`src/rtl/inst_fetch_pkg.sv`:
```
// inst_fetch_pkg: shared constants, state encoding and helpers for the fetch stage.
package inst_fetch_pkg;

    localparam logic [31:0] NOP          = 32'h0000_0000;
    localparam logic [31:0] ZERO_WORD    = 32'h0000_0000;
    localparam logic [31:0] RESET_PC     = 32'h0000_0000;
    localparam logic        CHIP_ENABLE  = 1'b1;
    localparam logic        CHIP_DISABLE = 1'b0;

    typedef enum logic [1:0] {IDLE, RUN, PEND} state_t;

    function automatic logic [31:0] word_align(input logic [31:0] a);
        return a & 32'hFFFF_FFFC;
    endfunction

endpackage

```
`src/rtl/inst_fetch_if_id_reg.sv`:
```
// inst_fetch_if_id_reg: IF/ID pipeline register; stall holds, flush loads a NOP bubble.
module inst_fetch_if_id_reg
    import inst_fetch_pkg::*;
(
    input  logic        clk,
    input  logic        rst,
    input  logic        stall,
    input  logic        flush,
    input  logic [31:0] pc,
    input  logic [31:0] inst,
    output logic [31:0] id_pc,
    output logic [31:0] id_inst
);

    logic [31:0] id_pc_d, id_pc_q, id_inst_d, id_inst_q;

    always_comb begin
        id_pc_d   = stall ? id_pc_q : flush ? ZERO_WORD : pc;
        id_inst_d = stall ? id_inst_q : flush ? NOP : inst;
    end

    always_ff @(posedge clk) begin
        if (rst) begin
            id_pc_q   <= ZERO_WORD;
            id_inst_q <= NOP;
        end else begin
            id_pc_q   <= id_pc_d;
            id_inst_q <= id_inst_d;
        end
    end

    assign id_pc   = id_pc_q;
    assign id_inst = id_inst_q;

endmodule

```
`src/rtl/inst_fetch.sv`:
```
// inst_fetch: PC sequencing with redirect, stall and deferred-redirect handling,
// feeding the IF/ID register.
module inst_fetch
    import inst_fetch_pkg::*;
(
    input  logic        clk,
    input  logic        rst,
    input  logic        stall,
    input  logic        jCe,
    input  logic [31:0] jAddr,
    input  logic [31:0] instruction,
    output logic        romCe,
    output logic [31:0] instAddr,
    output logic [31:0] idPc,
    output logic [31:0] idInst,
    output logic        addrErr
);

    state_t      state_d, state_q;
    logic [31:0] pc_d, pc_q, pend_d, pend_q;
    logic        err_d, err_q;
    logic        idle, run, pend, if_stall, if_flush;

    assign idle = state_q == IDLE;
    assign run  = state_q == RUN;
    assign pend = state_q == PEND;

    always_ff @(posedge clk) begin
        if (rst) begin
            state_q <= IDLE;
            pc_q    <= RESET_PC;
            pend_q  <= ZERO_WORD;
            err_q   <= 1'b0;
        end else begin
            state_q <= state_d;
            pc_q    <= pc_d;
            pend_q  <= pend_d;
            err_q   <= err_d;
        end
    end

    // Once a redirect is pending, later jCe pulses are ignored: first redirect wins.
    always_comb begin
        state_d = idle ? RUN : run ? ((stall && jCe) ? PEND : RUN) : (stall ? PEND : RUN);
        pc_d    = (idle || stall) ? pc_q : pend ? pend_q : jCe ? word_align(jAddr) : pc_q + 32'd4;
        pend_d  = (run && stall && jCe) ? word_align(jAddr) : pend_q;
        err_d   = run && jCe && (jAddr[1:0] != 2'b00);
    end

    always_comb begin
        romCe    = idle ? CHIP_DISABLE : CHIP_ENABLE;
        instAddr = idle ? RESET_PC : pc_q;
        if_stall = idle || stall;
        if_flush = pend || jCe;
    end

    assign addrErr = err_q;

    inst_fetch_if_id_reg u_if_id (
        .clk     (clk),
        .rst     (rst),
        .stall   (if_stall),
        .flush   (if_flush),
        .pc      (pc_q),
        .inst    (instruction),
        .id_pc   (idPc),
        .id_inst (idInst)
    );

endmodule
```
`config.mk`:
```
export PLATFORM = sky130hd
export DESIGN_NAME = inst_fetch
export DESIGN_NICKNAME = d
export VERILOG_FILES = /design/src/rtl/inst_fetch_pkg.sv /design/src/rtl/inst_fetch_if_id_reg.sv /design/src/rtl/inst_fetch.sv
export SDC_FILE = /design/constraint.sdc
export NUM_CORES = 1
export LEC_CHECK = 0
export CORE_ASPECT_RATIO = 0.9
export CORE_MARGIN = 1
export CORE_UTILIZATION = 48
export CTS_CLUSTER_SIZE = 25
export DETAILED_ROUTE_END_ITERATION = 6
export HOLD_SLACK_MARGIN = 0.15
export PLACE_DENSITY = 0.87
export SLEW_MARGIN = 40
export SYNTH_ARGS = -nofsm -noshare
export SYNTH_HDL_FRONTEND = slang
export SYNTH_SLANG_ARGS = --single-unit
```
`constraint.sdc`:
```
create_clock -name clk -period 2.9 [get_ports clk]
set_clock_uncertainty 0.1 [all_clocks]
set_input_delay 0.58 -clock clk [delete_from_list [all_inputs] [get_ports clk]]
set_output_delay 0.58 -clock clk [all_outputs]
set_load 0.02 [all_outputs]
```
Word level (Yosys, flattened, before mapping)
Index checks and enable logic that the tools add are counted.
{ "totals": {"regBits": 129, "latchBits": 0, "ramBits": 0, "mem_bits_ro": 0, "inputBits": 68, "output_inout_bits": 98, "word_cells": 30, "mem_count": 0} }
{ "op_classes": {"addsub": 1, "n_mul": 0, "div_mod_pow": 0, "order_cmp": 0, "eq_ne": 2, "shift": 0, "n_mux": 10, "bitwise_logic": 0, "n_reduce_logical": 10} }
{ "ops": {"columns": ["op", "n"], "rows": [
  ["32-bit 2-to-1 mux", 5],
  ["32-bit by 3-bit adder with 32-bit output, second input constant", 1],
  ["2-bit 2-to-1 mux", 3],
  ["1-bit logical AND", 5],
  ["2-bit by 1-bit equality test with 1-bit output, second input constant", 1],
  ["2-bit equality test, second input constant", 1],
  ["2-bit logical NOT", 1],
  ["1-bit logical OR", 2],
  ["1-bit 2-to-1 mux", 2],
  ["2-bit nonzero test", 1],
  ["2-bit OR reduction", 1]
]} }

Logic depth before layout (Yosys ltp)
{ "logic_depth": {"ltp_word": 4, "depth_mapped": 7, "depth_no_buf": 6} }

Modules after synthesis
Synthesis repeated with hierarchy kept, for this count alone.
{ "hier_totals": {"cells_unflattened": 776, "hier_area_um2": 6532.5} }
{ "by_module_without_submodules": {"columns": ["module", "instances", "cells_each", "area_per_inst_um2", "seq_area_each_um2"], "rows": [
  ["inst_fetch", 1, 491, 3623.5, 1261.2],
  ["inst_fetch_if_id_reg", 1, 285, 2909.0, 1281.2]
]} }

Least setup slack after synthesis
No wires, ideal clock.
{ "synth_timing": {"path_type": "input to register", "start": "in stall", "end": "reg pc_q[28]", "setup_time_ns": 0.074, "t_arrival_ns": 1.993, "required_time_ns": 2.726, "setup_slack_ns": 0.733, "path_stages": 5, "path_buffers": 2, "cell_sequence": "clkbuf_1 or4_1 clkbuf_1 or4_1 a31oi_1"} }
{ "synth_between": {"elab_chain_len": 1} }
{ "synth_rtl": {"columns": ["item", "line", "source"], "rows": [
  ["start, declared", "inst_fetch.sv:8", "input logic stall,"],
  ["1-bit logical OR", "inst_fetch.sv:45", "pc_d = (idle || stall) ? pc_q : pend ? pend_q : jCe ? word_align(jAddr) : pc_q + 32'd4;"],
  ["end signal, assigned", "inst_fetch.sv:36", "pc_q <= pc_d;"],
  ["end, declared", "inst_fetch.sv:20", "logic [31:0] pc_d, pc_q, pend_d, pend_q;"]
]} }
Every way passes these cells.
A chain may end at the register's enable or synchronous reset.

Worst setup path after layout
{ "layout_timing": {"start": "reg state_q[1]", "end": "out instAddr[14]"} }
{ "layout_between": {"elab_chain_len": 2} }
{ "layout_rtl": {"columns": ["item", "line", "source"], "rows": [
  ["start, declared", "inst_fetch.sv:19", "state_t state_d, state_q;"],
  ["start signal, assigned", "inst_fetch.sv:35", "state_q <= state_d;"],
  ["2-bit logical NOT", "inst_fetch.sv:24", "assign idle = state_q == IDLE;"],
  ["32-bit 2-to-1 mux", "inst_fetch.sv:52", "instAddr = idle ? RESET_PC : pc_q;"],
  ["end, declared", "inst_fetch.sv:13", "output logic [31:0] instAddr,"]
]} }
Every way passes these cells.

==> results.toml <==
[yosys]
ys.flop_type = "dfxtp_1"
synth_cells = 721
synthDistinctLibCells = 55
netlist_top_cells_count = "126 x dfxtp_1, 93 x nand2_1, 87 x nor2_1, 69 x a21oi_1, 62 x a22oi_1"
synth_top_area_share = 0.442
yosys.area.top_type = "dfxtp_1"
synth-seq-cells = 126
yosysSeqAreaShare = 0.442
synthTopCellsByArea = "dfxtp_1 44%, a22oi_1 8.2%, nand2_1 6.1%"
synth_edf_count = 0
synthArstFlopShare = 0
yosysMostFrequentCell = "dfxtp_1"
yosysWarnings = 0
avgSynthCellArea_um2 = 7.91
syn_area_mm2 = 0.00571

[floorplan]
die-area_mm2 = 0.0123
rows = 37
start_util = 0.495
core_area_mm2 = 0.0115
ioPinCount = 166
die_w_um = 117
die_y_um = 105

[global_routing]
first_global_vias = 5543
antenna_found_initial = 0
grt_pass1_wl_um = 27700
grt_max_degree = 88
grtUsageTotal = 0.287
gr-total-overflow = 0

[power]
power_density_mw_per_mm2 = 595
peakVddDrop_mv = 0.324
power_leakage_nw = 2.93
finalPower_mw = 4.86

[clock_tree]
cts.sinks = 126
clock_latency_ns = 0.41
cts_setup_buffers = 0
clkTransAtPathRegs_ns = 0.06
ctsResizeCount = 0
clockBufferDepth = 2
postCtsHoldBufs = 0
clockRootBuffer = "clkbuf_16"
cts_buffers = 17
htreeDepth = 4
cts_tree = "done"

[sta]
worstMarginPinSlew_ns = 0.798
slew_headroom = 0.465
grt_setup_unrepaired = "no"
fmaxAchievable_mhz = 374
finalCritPeriodShare = 0.923
timing.setup.tns_ns = 0
period_minus_slack_ns = 2.68
finalMaxSlewViolations = 0
finalHoldViolations = 0
setup_viol = 0

[layout]
final_cell_count_no_fill = 1027
fill_cells = 867
drive_gt1_frac = 0.0769
final_nets = 927
diodes = 0
syn_to_final_growth_pct = 43.2
multi_input_area_mm2 = 0.00286
seq_area_mm2 = 0.00252

[drt]
drt-wirelength-per-cell_um = 17.0
vias_per_cell = 5.93
route.detailed.drc = 0
routed_wl_um = 17500
postRouteAntennaNets = 0
first_pass_iters = 6
vias = 6094
drt_first_iter_violations = 876

[worst_setup_path]
crit_arrival_ns = 2.00
required_ns = 2.22
cp_max_fo = 35
crit_end = "instAddr[14]"
crit_chain = "nor2_2, buf_4, nor2_1, clkdlybuf4s50_1"
r2r_slack_ns = 0.32
r2r_end = "pc_q[28]"
worst_path_max_delay_cell = "clkdlybuf4s50_1"
max_stage_delay_ns = 0.64
critPathLaunch = "state_q[1]"
cp_num_cells = 4
critPathBufInv = 2
r2r_start = "pc_q[2]"
worstSetupStartpointType = "register"
worstSetupEndpointType = "primary output"
r2r_cells = 6
path_delay_family = "buffers and inverters"
path_class = "register to primary output"

[run]
max-cap-violations = 0

[hold_path]
hold_path_class = "register to register"

[placement]
gp_congestion = 0.967
numPortBuffers = 163
dpl.hpwl_um = 11400
dp_cells = 995

[run_status]
status = "complete, no violations"
routing by layer:
layer  track usage  part of all wire  vias to the layer above
met1         0.405              0.43                     2848
met4         0.113             0.021                        0
met3        0.0736              0.11                       46
met2         0.416              0.45                      364
met5             0                 0                        -
li1              -                 -                     2836
layout make-up:
class | instances | area share
inverter | 14 | 0.00643
timing repair buffer | 187 | 0.228
sequential | 126 | 0.309
clock inverter | 14 | 0.0294
clock buffer | 18 | 0.0538
tap | 156 | 0.0239
multi-input combinational | 512 | 0.350
report_power, final:
part           leakage, nW  switching (mW)  internal, mW
Combinational         1.58           0.296         0.256
Clock                0.326           0.804          1.64
Sequential            1.02          0.0728          1.79
flip-flops by register name, summed over array words and instances (netlist names):
| register | count |
|---|---|
| pc_q | 30 |
| u_if_id.id_pc | 31 |
| state_q | 2 |
| pend_q | 30 |
| addrErr | 1 |
| u_if_id.id_inst | 32 |
per-stage QoR:
step / hold slack [ns] / util / setup slack, ns / area [um2]
2_1_floorplan: 0.332 / - / 0.733 / 5710
3_3_place_gp: 0.339 / 0.650 / 0.408 / 7490
3_5_place_dp: 0.344 / 0.650 / 0.305 / 7490
4_1_cts: 0.353 / 0.709 / 0.209 / 8170
5_1_grt: 0.368 / 0.709 / 0.126 / 8170
6_report: 0.352 / 0.709 / 0.224 / 8170
worst min-delay path by stage:
stage | start | to | slack, ns | cells after the start
floorplan | pend_q[22] | pend_q[22] | 0.33 | 2
global placement | pend_q[23] | pend_q[23] | 0.34 | 2
detailed placement | pend_q[23] | pend_q[23] | 0.34 | 2
CTS | pend_q[30] | pend_q[30] | 0.35 | 2
global route | pend_q[31] | pend_q[31] | 0.37 | 2
finish | pend_q[30] | pend_q[30] | 0.35 | 2
cells by family after synthesis:
| logic type | after synthesis | share of synthesized area |
|---|---|---|
| buffers and inverters | 84 | 0.0592 |
| xor gates and xnor gates | 7 | 0.0107 |
| other | 1 | 0.000657 |
| and+or+nand+nor | 303 | 0.256 |
| DFF | 126 | 0.442 |
| AOI/OAI and AO/OA | 194 | 0.220 |
| adders and majority gates | 1 | 0.00219 |
| muxes | 5 | 0.00877 |
worst register-to-register path: cells and delay by family (launching register included):
family | cells | cell delay [ns]
simple gates | 4 | 1.37
flops | 1 | 0.48
fa+ha+maj | 1 | 0.32
compound gates | 1 | 0.23
layout by cell type (no fill, tap or decap), types with 3 or more instances in the layout:
cell type / n
a211oi_1: 7
a21oi_1: 69
a221oi_1: 4
a22oi_1: 62
a31oi_1: 9
and2_1: 3
and3_1: 12
and4_1: 3
buf_12: 4
buf_4: 21
bufinv_16: 6
clkbuf_16: 17
clkdlybuf4s50_1: 162
clkinv_4: 4
dfxtp_1: 126
inv_1: 14
mux2i_1: 5
nand2_1: 93
nand2b_1: 4
nand3_1: 23
nand3b_1: 4
nand4_1: 13
nor2_1: 87
nor2b_1: 24
nor3_1: 5
nor4_1: 9
o211ai_1: 3
o21ai_0: 18
o32ai_1: 5
or3_1: 6
or4_1: 4
xnor2_1: 4
xor2_1: 3
Power figures use the tool's default switching activity.
